`src/rtl/imu_seq_pkg.sv`:
```
// Shared types and constant tables for the IMU read sequencer.
package imu_seq_pkg;

   typedef enum logic [2:0] {
      INIT_WAIT,
      INIT_WR,
      IDLE,
      RD,
      OUT
   } seq_state_t;

   // Config writes issued once after power-up, as {addr, data}
   localparam logic [15:0] INIT_CMD [4] = '{16'h0D02, 16'h1053, 16'h1150, 16'h1460};

   // Read order: pitch rate low/high, then Z accel low/high
   localparam logic [7:0] RD_ADDR [4] = '{8'hA2, 8'hA3, 8'hAC, 8'hAD};

   localparam int DEFAULT_TIMEOUT_CYC = 1024;

endpackage

```
`src/rtl/int_sync_edge.sv`:
```
// Two-flop synchroniser for the asynchronous IMU interrupt plus a rising-edge pulse.
module int_sync_edge (
   input  logic clk,
   input  logic rst,
   input  logic async_in,
   output logic rise
);

   logic meta_q;
   logic sync_q;
   logic sync_d;

   always_ff @(posedge clk or posedge rst) begin
      if (rst) begin
         meta_q <= 1'b0;
         sync_q <= 1'b0;
         sync_d <= 1'b0;
      end else begin
         meta_q <= async_in;
         sync_q <= meta_q;
         sync_d <= sync_q;
      end
   end

   assign rise = sync_q & ~sync_d;

endmodule

```
`src/rtl/imu_read_sequencer.sv`:
```
// IMU sequencer: configures the IMU after power-up, then reads pitch rate and Z accel per interrupt.
// Optional macro IMU_TIMEOUT_EN adds a per-transaction timeout with retry and sticky timeout_err.
module imu_read_sequencer
   import imu_seq_pkg::*;
#(
   parameter int INIT_WAIT_W = 16
`ifdef IMU_TIMEOUT_EN
   ,
   parameter int TIMEOUT_CYC = DEFAULT_TIMEOUT_CYC
`endif
) (
   input  logic        clk,
   input  logic        rst,
   input  logic        INT,
   input  logic        done,
   input  logic [15:0] rd_data,
   output logic        wrt,
   output logic [15:0] cmd,
   output logic [15:0] ptch_rt,
   output logic [15:0] AZ,
   output logic        vld,
`ifdef IMU_TIMEOUT_EN
   output logic        timeout_err,
`endif
   output logic        init_done
);

   seq_state_t             state;
   logic [INIT_WAIT_W-1:0] wait_cnt;
   logic [1:0]             idx;
   logic                   issue;
   logic                   busy;
   logic                   pending;
   logic [2:0][7:0]        byte_q;
   logic                   int_rise;
   logic                   rd_data_unused;

`ifdef IMU_TIMEOUT_EN
   localparam int TCNT_W = $clog2(TIMEOUT_CYC + 1);
   logic [TCNT_W-1:0] tcnt;
`endif

   assign rd_data_unused = ^rd_data[15:8];

   int_sync_edge u_int_sync (
      .clk      (clk),
      .rst      (rst),
      .async_in (INT),
      .rise     (int_rise)
   );

   // issue requests a wrt on the next cycle; busy marks a transaction awaiting done.
   // The last read byte goes straight from rd_data to AZ so vld follows done by one cycle.
   always_ff @(posedge clk or posedge rst) begin
      if (rst) begin
         state     <= INIT_WAIT;
         wait_cnt  <= '0;
         idx       <= 2'd0;
         issue     <= 1'b0;
         busy      <= 1'b0;
         pending   <= 1'b0;
         byte_q    <= '0;
         wrt       <= 1'b0;
         cmd       <= 16'h0000;
         ptch_rt   <= 16'h0000;
         AZ        <= 16'h0000;
         vld       <= 1'b0;
         init_done <= 1'b0;
`ifdef IMU_TIMEOUT_EN
         tcnt        <= '0;
         timeout_err <= 1'b0;
`endif
      end else begin
         wrt <= 1'b0;
         vld <= 1'b0;
         if (int_rise && ((state == RD) || (state == OUT)))
            pending <= 1'b1;

         case (state)
            INIT_WAIT: begin
               if (wait_cnt == '1) begin
                  state <= INIT_WR;
                  idx   <= 2'd0;
                  issue <= 1'b1;
               end else begin
                  wait_cnt <= wait_cnt + 1'b1;
               end
            end

            INIT_WR, RD: begin
               if (issue) begin
                  wrt   <= 1'b1;
                  issue <= 1'b0;
                  busy  <= 1'b1;
                  cmd   <= (state == INIT_WR) ? INIT_CMD[idx] : {RD_ADDR[idx], 8'h00};
`ifdef IMU_TIMEOUT_EN
                  tcnt  <= '0;
`endif
               end else if (busy && done) begin
                  busy <= 1'b0;
                  if ((state == RD) && (idx != 2'd3))
                     byte_q[idx] <= rd_data[7:0];
                  if (idx == 2'd3) begin
                     if (state == INIT_WR) begin
                        init_done <= 1'b1;
                        state     <= IDLE;
                     end else begin
                        ptch_rt <= {byte_q[1], byte_q[0]};
                        AZ      <= {rd_data[7:0], byte_q[2]};
                        vld     <= 1'b1;
                        state   <= OUT;
                     end
                  end else begin
                     idx   <= idx + 2'd1;
                     issue <= 1'b1;
                  end
               end
`ifdef IMU_TIMEOUT_EN
               else if (busy) begin
                  if (tcnt == TCNT_W'(TIMEOUT_CYC - 1)) begin
                     timeout_err <= 1'b1;
                     busy        <= 1'b0;
                     issue       <= 1'b1;
                  end else begin
                     tcnt <= tcnt + 1'b1;
                  end
               end
`endif
            end

            IDLE: begin
               if (int_rise || pending) begin
                  state   <= RD;
                  idx     <= 2'd0;
                  issue   <= 1'b1;
                  pending <= 1'b0;
               end
            end

            OUT: state <= IDLE;

            default: state <= INIT_WAIT;
         endcase
      end
   end

endmodule
```
`config.mk`:
```
export PLATFORM = sky130hd
export DESIGN_NAME = imu_read_sequencer
export DESIGN_NICKNAME = d
export VERILOG_FILES = /design/src/rtl/imu_seq_pkg.sv /design/src/rtl/int_sync_edge.sv /design/src/rtl/imu_read_sequencer.sv
export SDC_FILE = /design/constraint.sdc
export NUM_CORES = 1
export LEC_CHECK = 0
export BUFFER_PORTS_ARGS = -buffer_cell sky130_fd_sc_hd__buf_4
export CAP_MARGIN = 0
export CORE_AREA = 2 2 85 95
export DETAILED_ROUTE_END_ITERATION = 6
export DIE_AREA = 0 0 87 97
export PLACE_DENSITY = 0.85
export SLEW_MARGIN = 40
export SYNTH_ARGS = -nofsm -noshare
export SYNTH_HDL_FRONTEND = slang
export SYNTH_SLANG_ARGS = --single-unit
```
`constraint.sdc`:
```
create_clock -name clk -period 3.8 [get_ports clk]
set_input_delay 0.57 -clock clk [delete_from_list [all_inputs] [get_ports clk]]
set_output_delay 0.57 -clock clk [all_outputs]
set_load 0.02 [all_outputs]
```
==> impl_metrics.env, run 1 <==
export IMPL_die_y_um=97
export IMPL_power_leakage_nw=2.42
export IMPL_yosysWarningCount=0
export IMPL_synthToLayoutAreaGrowth_pct=17.5
export IMPL_cp_required_ps=4050
export IMPL_finClkSkew_ps=12.9
export IMPL_regArea_um2=2400
export IMPL_first_iter_violations=219
export IMPL_tightest_slew_ps=726
export IMPL_grt_max_degree=35
export IMPL_cts_tree="built"
export IMPL_clk_pin_slew_ps=100
export IMPL_max_freq_mhz=462
export IMPL_crit_family="simple AND/OR/NAND/NOR gates"
export IMPL_cp_cell_sequence="ha_1 -> nand4bb_4 -> nor3b_4 -> nand3_2 -> mux2_1"
export IMPL_crit_fanout=8
export IMPL_vdd_drop_max_mv=0.446
export IMPL_port_buffers=58
export IMPL_cts_root_buf="clkbuf_8"
export IMPL_cts_buffers=9
export IMPL_endpoint_kind="flop"
export IMPL_slew_viol_final=0
export IMPL_setup_tns_ps=0
export IMPL_final_hold_viol_count=0
export IMPL_cts_hold_fix_buffers=0
export IMPL_hold_path_class="in2async"
export IMPL_dieArea_um2=8440
export IMPL_post_cts_resized=0
export IMPL_syn_avg_cell_area_um2=11.2
export IMPL_p_per_area_nw_per_um2=734
export IMPL_die_x_um=87
export IMPL_clkLatencyLatePin_ps=370
export IMPL_fin_nets=438
export IMPL_syn_cell_area_um2=4000
export IMPL_synth_seq_cells=96
export IMPL_dp_hpwl_um=5190
export IMPL_grt_overflow_total=0
export IMPL_synth_edf_count=0
export IMPL_antenna_found_initial=0
export IMPL_layout_commonest_cell="nand2_1"
export IMPL_first_pass_iters=4
export IMPL_postCtsSetupBuffers=0
export IMPL_setup_violations_final=0
export IMPL_grt_pass1_wl_um=12700
export IMPL_cts_num_sinks=96
export IMPL_h_tree_depth=3
export IMPL_drc=0
export IMPL_max_cap_viol_count=0
export IMPL_post_route_util=0.635
export IMPL_mostFrequentLayoutCells="119 x nand2_1, 96 x dfrtp_1, 61 x buf_4"
export IMPL_grt_pass1_vias=2584
export IMPL_max_stage_delay_ps=460
export IMPL_synthArstFlopShare=1.00
export IMPL_crit_buf_inv=0
export IMPL_vias_per_cell=5.29
export IMPL_drt_total_wl_um=7540
export IMPL_cp_slowest_cell="dfrtp_1"
export IMPL_finalCritPeriodShare=0.569
export IMPL_rows=33
export IMPL_io_pins=71
export IMPL_place_gp_congestion=0.754
export IMPL_core_area_um2=7390
export IMPL_vias=2670
export IMPL_synthFlopType="dfrtp_1"
export IMPL_post_route_min_period_ps=2160
export IMPL_multi_input_area_um2=1470
export IMPL_detail_route_wl_per_cell_um=14.9
export IMPL_cp_start_kind="flop"
export IMPL_cts_buffer_depth=2
export IMPL_antennaDiodeCount=0
export IMPL_start_util=0.541
export IMPL_ys_seq_area_frac=0.601
export IMPL_crit_arrival_ps=2410
export IMPL_status="complete, no violations"
export IMPL_netlist_instances=357
export IMPL_rsz0062_at_grt="false"
export IMPL_synth_cell_type_count=46
export IMPL_grt_use_total=0.192
export IMPL_drive_gt1_frac=0.280
export IMPL_relSlewSlack=0.516
export IMPL_detail_route_antenna_nets=0
export IMPL_worstSetupPathType="reg2reg"
export IMPL_reg2reg_from="idx[0]$_DFFE_PP0P_"
export IMPL_critPathLaunch="idx[0]$_DFFE_PP0P_"
export IMPL_nFillCells=582
export IMPL_r2r_setup_slack_ps=1640
-- power by group --
part	leakage, nW	internal, W	switching [W]
Combinational	1.06	0.000509	0.000592
Sequential	1.25	0.00136	0.000235
Clock	0.113	0.000391	0.000363
Total	2.42	0.00226	0.00119
-- logic make-up after synthesis --
family / count (synthesis) / share of synthesized area
and+or+nand+nor: 165 / 0.199
DFF: 96 / 0.601
muxes: 31 / 0.0880
buffers and inverters: 25 / 0.0329
AOI/OAI and AO/OA: 21 / 0.0335
xor gates and xnor gates: 13 / 0.0285
adders and majority gates: 5 / 0.0157
other: 1 / 0.000938
-- Yosys cell counts (4+ instances only) --
| master | n | area [um2] |
|---|---|---|
| buf_4 | 7 | 52.6 |
| nand3_1 | 6 | 30.0 |
| inv_1 | 6 | 22.5 |
| ha_1 | 5 | 62.6 |
| nand2_1 | 119 | 447 |
| dfrtp_1 | 96 | 2400 |
| nand4_1 | 7 | 43.8 |
| nand2b_1 | 4 | 25.0 |
| o21ai_0 | 10 | 50.1 |
| xnor2_1 | 11 | 96.3 |
| nor2_1 | 7 | 26.3 |
| mux2_2 | 27 | 304 |
| clkbuf_1 | 7 | 26.3 |
-- metal layers --
layer / global-route usage / vias to the layer above / wire length [um]
li1: - / 1284 / -
met1: 0.253 / 1323 / 3080
met2: 0.302 / 53 / 3960
met3: 0.0461 / 10 / 370
met4: 0.0805 / 0 / 134
met5: 0 / - / 0
-- registers in the layout, indices dropped and copies added, names as in the netlist, 2 cells and up --
name      cells
byte_q       24
AZ           16
ptch_rt      16
wait_cnt     16
cmd          10
state         3
idx           2
-- worst reg2reg max path, cell delays in order, from the launching register on --
cell       delay (ps)
dfrtp_1           460
ha_1              260
nand4bb_4         270
nor3b_4           360
nand3_2           290
mux2_1            410
-- metrics by stage --
step / area, um2 / power, W / setup WS, ps / hold slack (ps) / instances
floorplan: 4010 / 0.00229 / 725 / 331 / 360
global placement: 4470 / 0.00266 / 1390 / 339 / 489
detailed placement: 4470 / 0.00272 / 1660 / 340 / 489
CTS: 4690 / 0.00347 / 1650 / 243 / 505
global route: 4690 / 0.00364 / 1460 / 271 / 505
finish: 4690 / 0.00345 / 1640 / 228 / 505
-- area by class of cell --
cell class,instances,area share
Multi-Input combinational cell,239,0.314
Clock buffer,10,0.0293
Timing Repair Buffer,61,0.0975
Inverter,6,0.00506
Sequential cell,96,0.512
Clock inverter,6,0.0192
Tap cell,87,0.0232
-- final timing paths --
kind                                          endpoint  cells past startpoint
setup / recovery                byte_q[16]$_DFFE_PP0P_                      5
hold / removal                       AZ[6]$_DFFE_PP0P_                      2
setup reg to reg                byte_q[16]$_DFFE_PP0P_                      5
hold reg to reg            u_int_sync.sync_q$_DFF_PP0_                      0
max in group asynchronous       byte_q[16]$_DFFE_PP0P_                      3
min in group clk           u_int_sync.meta_q$_DFF_PP0_                      1
Power figures use the tool's default switching activity.
==> inputs of run 2 (changes only) <==
--- a/config.mk
+++ b/config.mk
@@ -5,12 +5,13 @@
 export SDC_FILE = /design/constraint.sdc
 export NUM_CORES = 1
 export LEC_CHECK = 0
+export ABC_AREA = 1
 export BUFFER_PORTS_ARGS = -buffer_cell sky130_fd_sc_hd__buf_4
 export CAP_MARGIN = 0
-export CORE_AREA = 2 2 85 95
+export CORE_AREA = 2 2 90 101
 export DETAILED_ROUTE_END_ITERATION = 6
-export DIE_AREA = 0 0 87 97
-export PLACE_DENSITY = 0.85
+export DIE_AREA = 0 0 92 103
+export PLACE_DENSITY = 0.82
 export SLEW_MARGIN = 40
 export SYNTH_ARGS = -nofsm -noshare
 export SYNTH_HDL_FRONTEND = slang
==> constraint.sdc (replaced) <==
create_clock -name clk -period 1.9 [get_ports clk]
set_input_delay 0.285 -clock clk [delete_from_list [all_inputs] [get_ports clk]]
set_output_delay 0.285 -clock clk [all_outputs]
set_load 0.02 [all_outputs]
==> run 2 against run 1 <==
Non-clock buffer count up 4; utilization is 6.3 points lower; largest power group unchanged; clock skew fell by 2.4 ps; final cell count is 28% higher; setup slack got worse by 1500 ps; critical path depth stayed put; highest routed layer unchanged; hold slack got worse by 170 ps.
==> impl_metrics.env, run 2 <==
export IMPL_status="complete, no violations"
export IMPL_whs_ps=56.4
export IMPL_grt_overflow_total=0
export IMPL_cp_required_ps=2140
export IMPL_cts_buffer_depth=2
export IMPL_critPathLaunch="idx[0]$_DFFE_PP0P_"
export IMPL_p_sw_w=0.00223
export IMPL_synth_edf_count=0
export IMPL_io_pins=71
export IMPL_cts_tree="built"
export IMPL_synth_seq_cells=96
export IMPL_start_util=0.484
export IMPL_detail_route_wl_per_cell_um=13.0
export IMPL_final_hold_viol_count=0
export IMPL_r2r_setup_slack_ps=180
export IMPL_reg2reg_from="idx[0]$_DFFE_PP0P_"
export IMPL_tightest_slew_ps=545
export IMPL_port_buffers=58
export IMPL_dieArea_um2=9480
export IMPL_cts_root_buf="clkbuf_8"
export IMPL_die_x_um=92
export IMPL_synth_area_leader_cell="dfrtp_1"
export IMPL_crit_fanout=16
export IMPL_max_cap_viol_count=0
export IMPL_vias_per_cell=4.94
export IMPL_synthToLayoutAreaGrowth_pct=18.2
export IMPL_clkLatencyLatePin_ps=360
export IMPL_netlist_instances=468
export IMPL_relSlewSlack=0.636
export IMPL_hold_path_class="in2reg"
export IMPL_endpoint_kind="flop"
export IMPL_postCtsSetupBuffers=0
export IMPL_hold_start="INT"
export IMPL_grt_pass1_vias=3127
export IMPL_rows=36
export IMPL_mostFrequentLayoutCells="196 x nand2_1, 96 x dfrtp_1, 63 x buf_4"
export IMPL_p_clk_frac=0.232
export IMPL_fin_total_pwr_w=0.00604
export IMPL_cts_num_sinks=96
export IMPL_grt_use_total=0.191
export IMPL_cp_start_kind="flop"
export IMPL_synthFlopType="dfrtp_1"
export IMPL_rsz0062_at_grt="false"
export IMPL_finalCritPeriodShare=0.903
export IMPL_syn_avg_cell_area_um2=8.85
export IMPL_drive_gt1_frac=0.195
export IMPL_place_gp_congestion=0.916
export IMPL_grt_max_degree=50
export IMPL_layout_commonest_cell="nand2_1"
export IMPL_intPower_w=0.00381
export IMPL_worstSetupPathType="reg2reg"
export IMPL_vdd_drop_max_mv=0.651
export IMPL_vias=3204
export IMPL_netlist_area_leader_share=0.580
export IMPL_nFillCells=774
export IMPL_netSwitchingFraction=0.369
export IMPL_pwr_share_seq=0.468
export IMPL_fin_nets=554
export IMPL_syn_cell_area_um2=4140
export IMPL_synth_most_common_cell="nand2_1"
export IMPL_largest_reg_flops=24
export IMPL_setup_tns_ps=0
export IMPL_top_register="byte_q"
export IMPL_dp_hpwl_um=5840
export IMPL_p_per_area_nw_per_um2=1230
export IMPL_yosysWarningCount=0
export IMPL_detail_route_antenna_nets=0
export IMPL_antenna_found_initial=0
export IMPL_first_iter_violations=124
export IMPL_crit_arrival_ps=1960
export IMPL_first_pass_iters=4
export IMPL_h_tree_depth=3
export IMPL_core_area_um2=8560
export IMPL_ys_seq_area_frac=0.580
export IMPL_synth_cell_type_count=28
export IMPL_synth_top_cells_by_area="dfrtp_1 58%, nand2_1 18%, o21ai_0 4.1%, inv_1 2.3%, nor2_1 2.2%"
export IMPL_synthArstFlopShare=1.00
export IMPL_slew_viol_final=0
export IMPL_max_freq_mhz=583
export IMPL_drc=0
export IMPL_clk_pin_slew_ps=100
export IMPL_comb_power_share=0.299
export IMPL_grt_pass1_wl_um=14400
export IMPL_place_inst=631
export IMPL_drt_total_wl_um=8430
export IMPL_finClkSkew_ps=10.4
export IMPL_stdcell_count=648
export IMPL_cts_buffers=9
export IMPL_antennaDiodeCount=0
export IMPL_power_leakage_nw=2.56
export IMPL_die_y_um=103
export IMPL_ys_top_cells_by_count="196 x nand2_1, 96 x dfrtp_1, 34 x o21ai_0"
export IMPL_post_route_min_period_ps=1720
export IMPL_setup_violations_final=0
## run 2: cell count changes after synthesis, moves of 14 or more
cell / before / now
inv_1: 6 / 25
mux2_2: 27 / 0
nor2_1: 7 / 24
o21ai_0: 10 / 34
nand2_1: 119 / 196
o21ai_1: 0 / 14
## run 2: routing by layer
metal | share of wire | vias to the layer above | global-route usage
met4 | 0.012 | 0 | 0.0631
li1 | - | 1581 | -
met1 | 0.44 | 1537 | 0.248
met3 | 0.046 | 9 | 0.0387
met5 | 0 | - | 0
met2 | 0.50 | 77 | 0.327
## run 2: worst max-delay path, cell delays in order, from the launching register on
cell and delay, ps:
dfrtp_1 470, ha_1 320, nor2_2 220, nand3_2 350, nand2_1 160, o21ai_1 70
## run 2: cell type report
class / instances / area [um2] / share of cell area
tap: 114 / 143 / 0.0291
multi-input combinational: 325 / 1510 / 0.308
inverter: 32 / 124 / 0.0253
sequential: 96 / 2400 / 0.491
clock inverter: 7 / 91.3 / 0.0187
timing repair buffer: 65 / 503 / 0.103
clock buffer: 9 / 124 / 0.0253
## run 2: logic make-up (layout without fill, tap and decap cells)
| family | count (synthesis) | count (layout) | synth area share |
|---|---|---|---|
| compound gates | 57 | 57 | 0.0725 |
| simple gates | 248 | 248 | 0.250 |
| fa+ha+maj | 5 | 5 | 0.0151 |
| xor+xnor | 11 | 11 | 0.0233 |
| buf+inv | 50 | 113 | 0.0586 |
| other cells | 1 | 4 | 0.000905 |
| flops | 96 | 96 | 0.580 |
## run 2: path summary, 6_finish.rpt
check,end,depth (start not counted)
hold / removal,u_int_sync.meta_q$_DFF_PP0_,1
setup reg to reg,byte_q[21]$_DFFE_PP0P_,5
min in group asynchronous,ptch_rt[1]$_DFFE_PP0P_,3
setup / recovery,byte_q[21]$_DFFE_PP0P_,5
hold reg to reg,u_int_sync.sync_q$_DFF_PP0_,0
max in group asynchronous,wait_cnt[8]$_DFFE_PP0P_,4
## run 2: power by group through the flow
stage	registers (W)	logic, W	clock network (W)
final	0.00283	0.00181	0.00140
after CTS	0.00283	0.00182	0.00144
after global placement	0.00284	0.00174	0
after global routing	0.00289	0.00204	0.00152
after detailed placement	0.00286	0.00180	0
after floorplan	0.00296	0.00117	0
## run 2: repair_timing
action,4_1_cts,5_1_grt
gates resized for setup,0,0
hold buffers,1,0
endpoints found under the hold margin,22,0
## run 2: metrics by stage
step,cell area [um2],worst slack (ps),utilization
floorplan,4160,425,-
global placement,4670,277,0.546
detailed placement,4670,223,0.546
CTS,4900,174,0.572
global route,4900,9.64,0.572
finish,4900,184,0.572
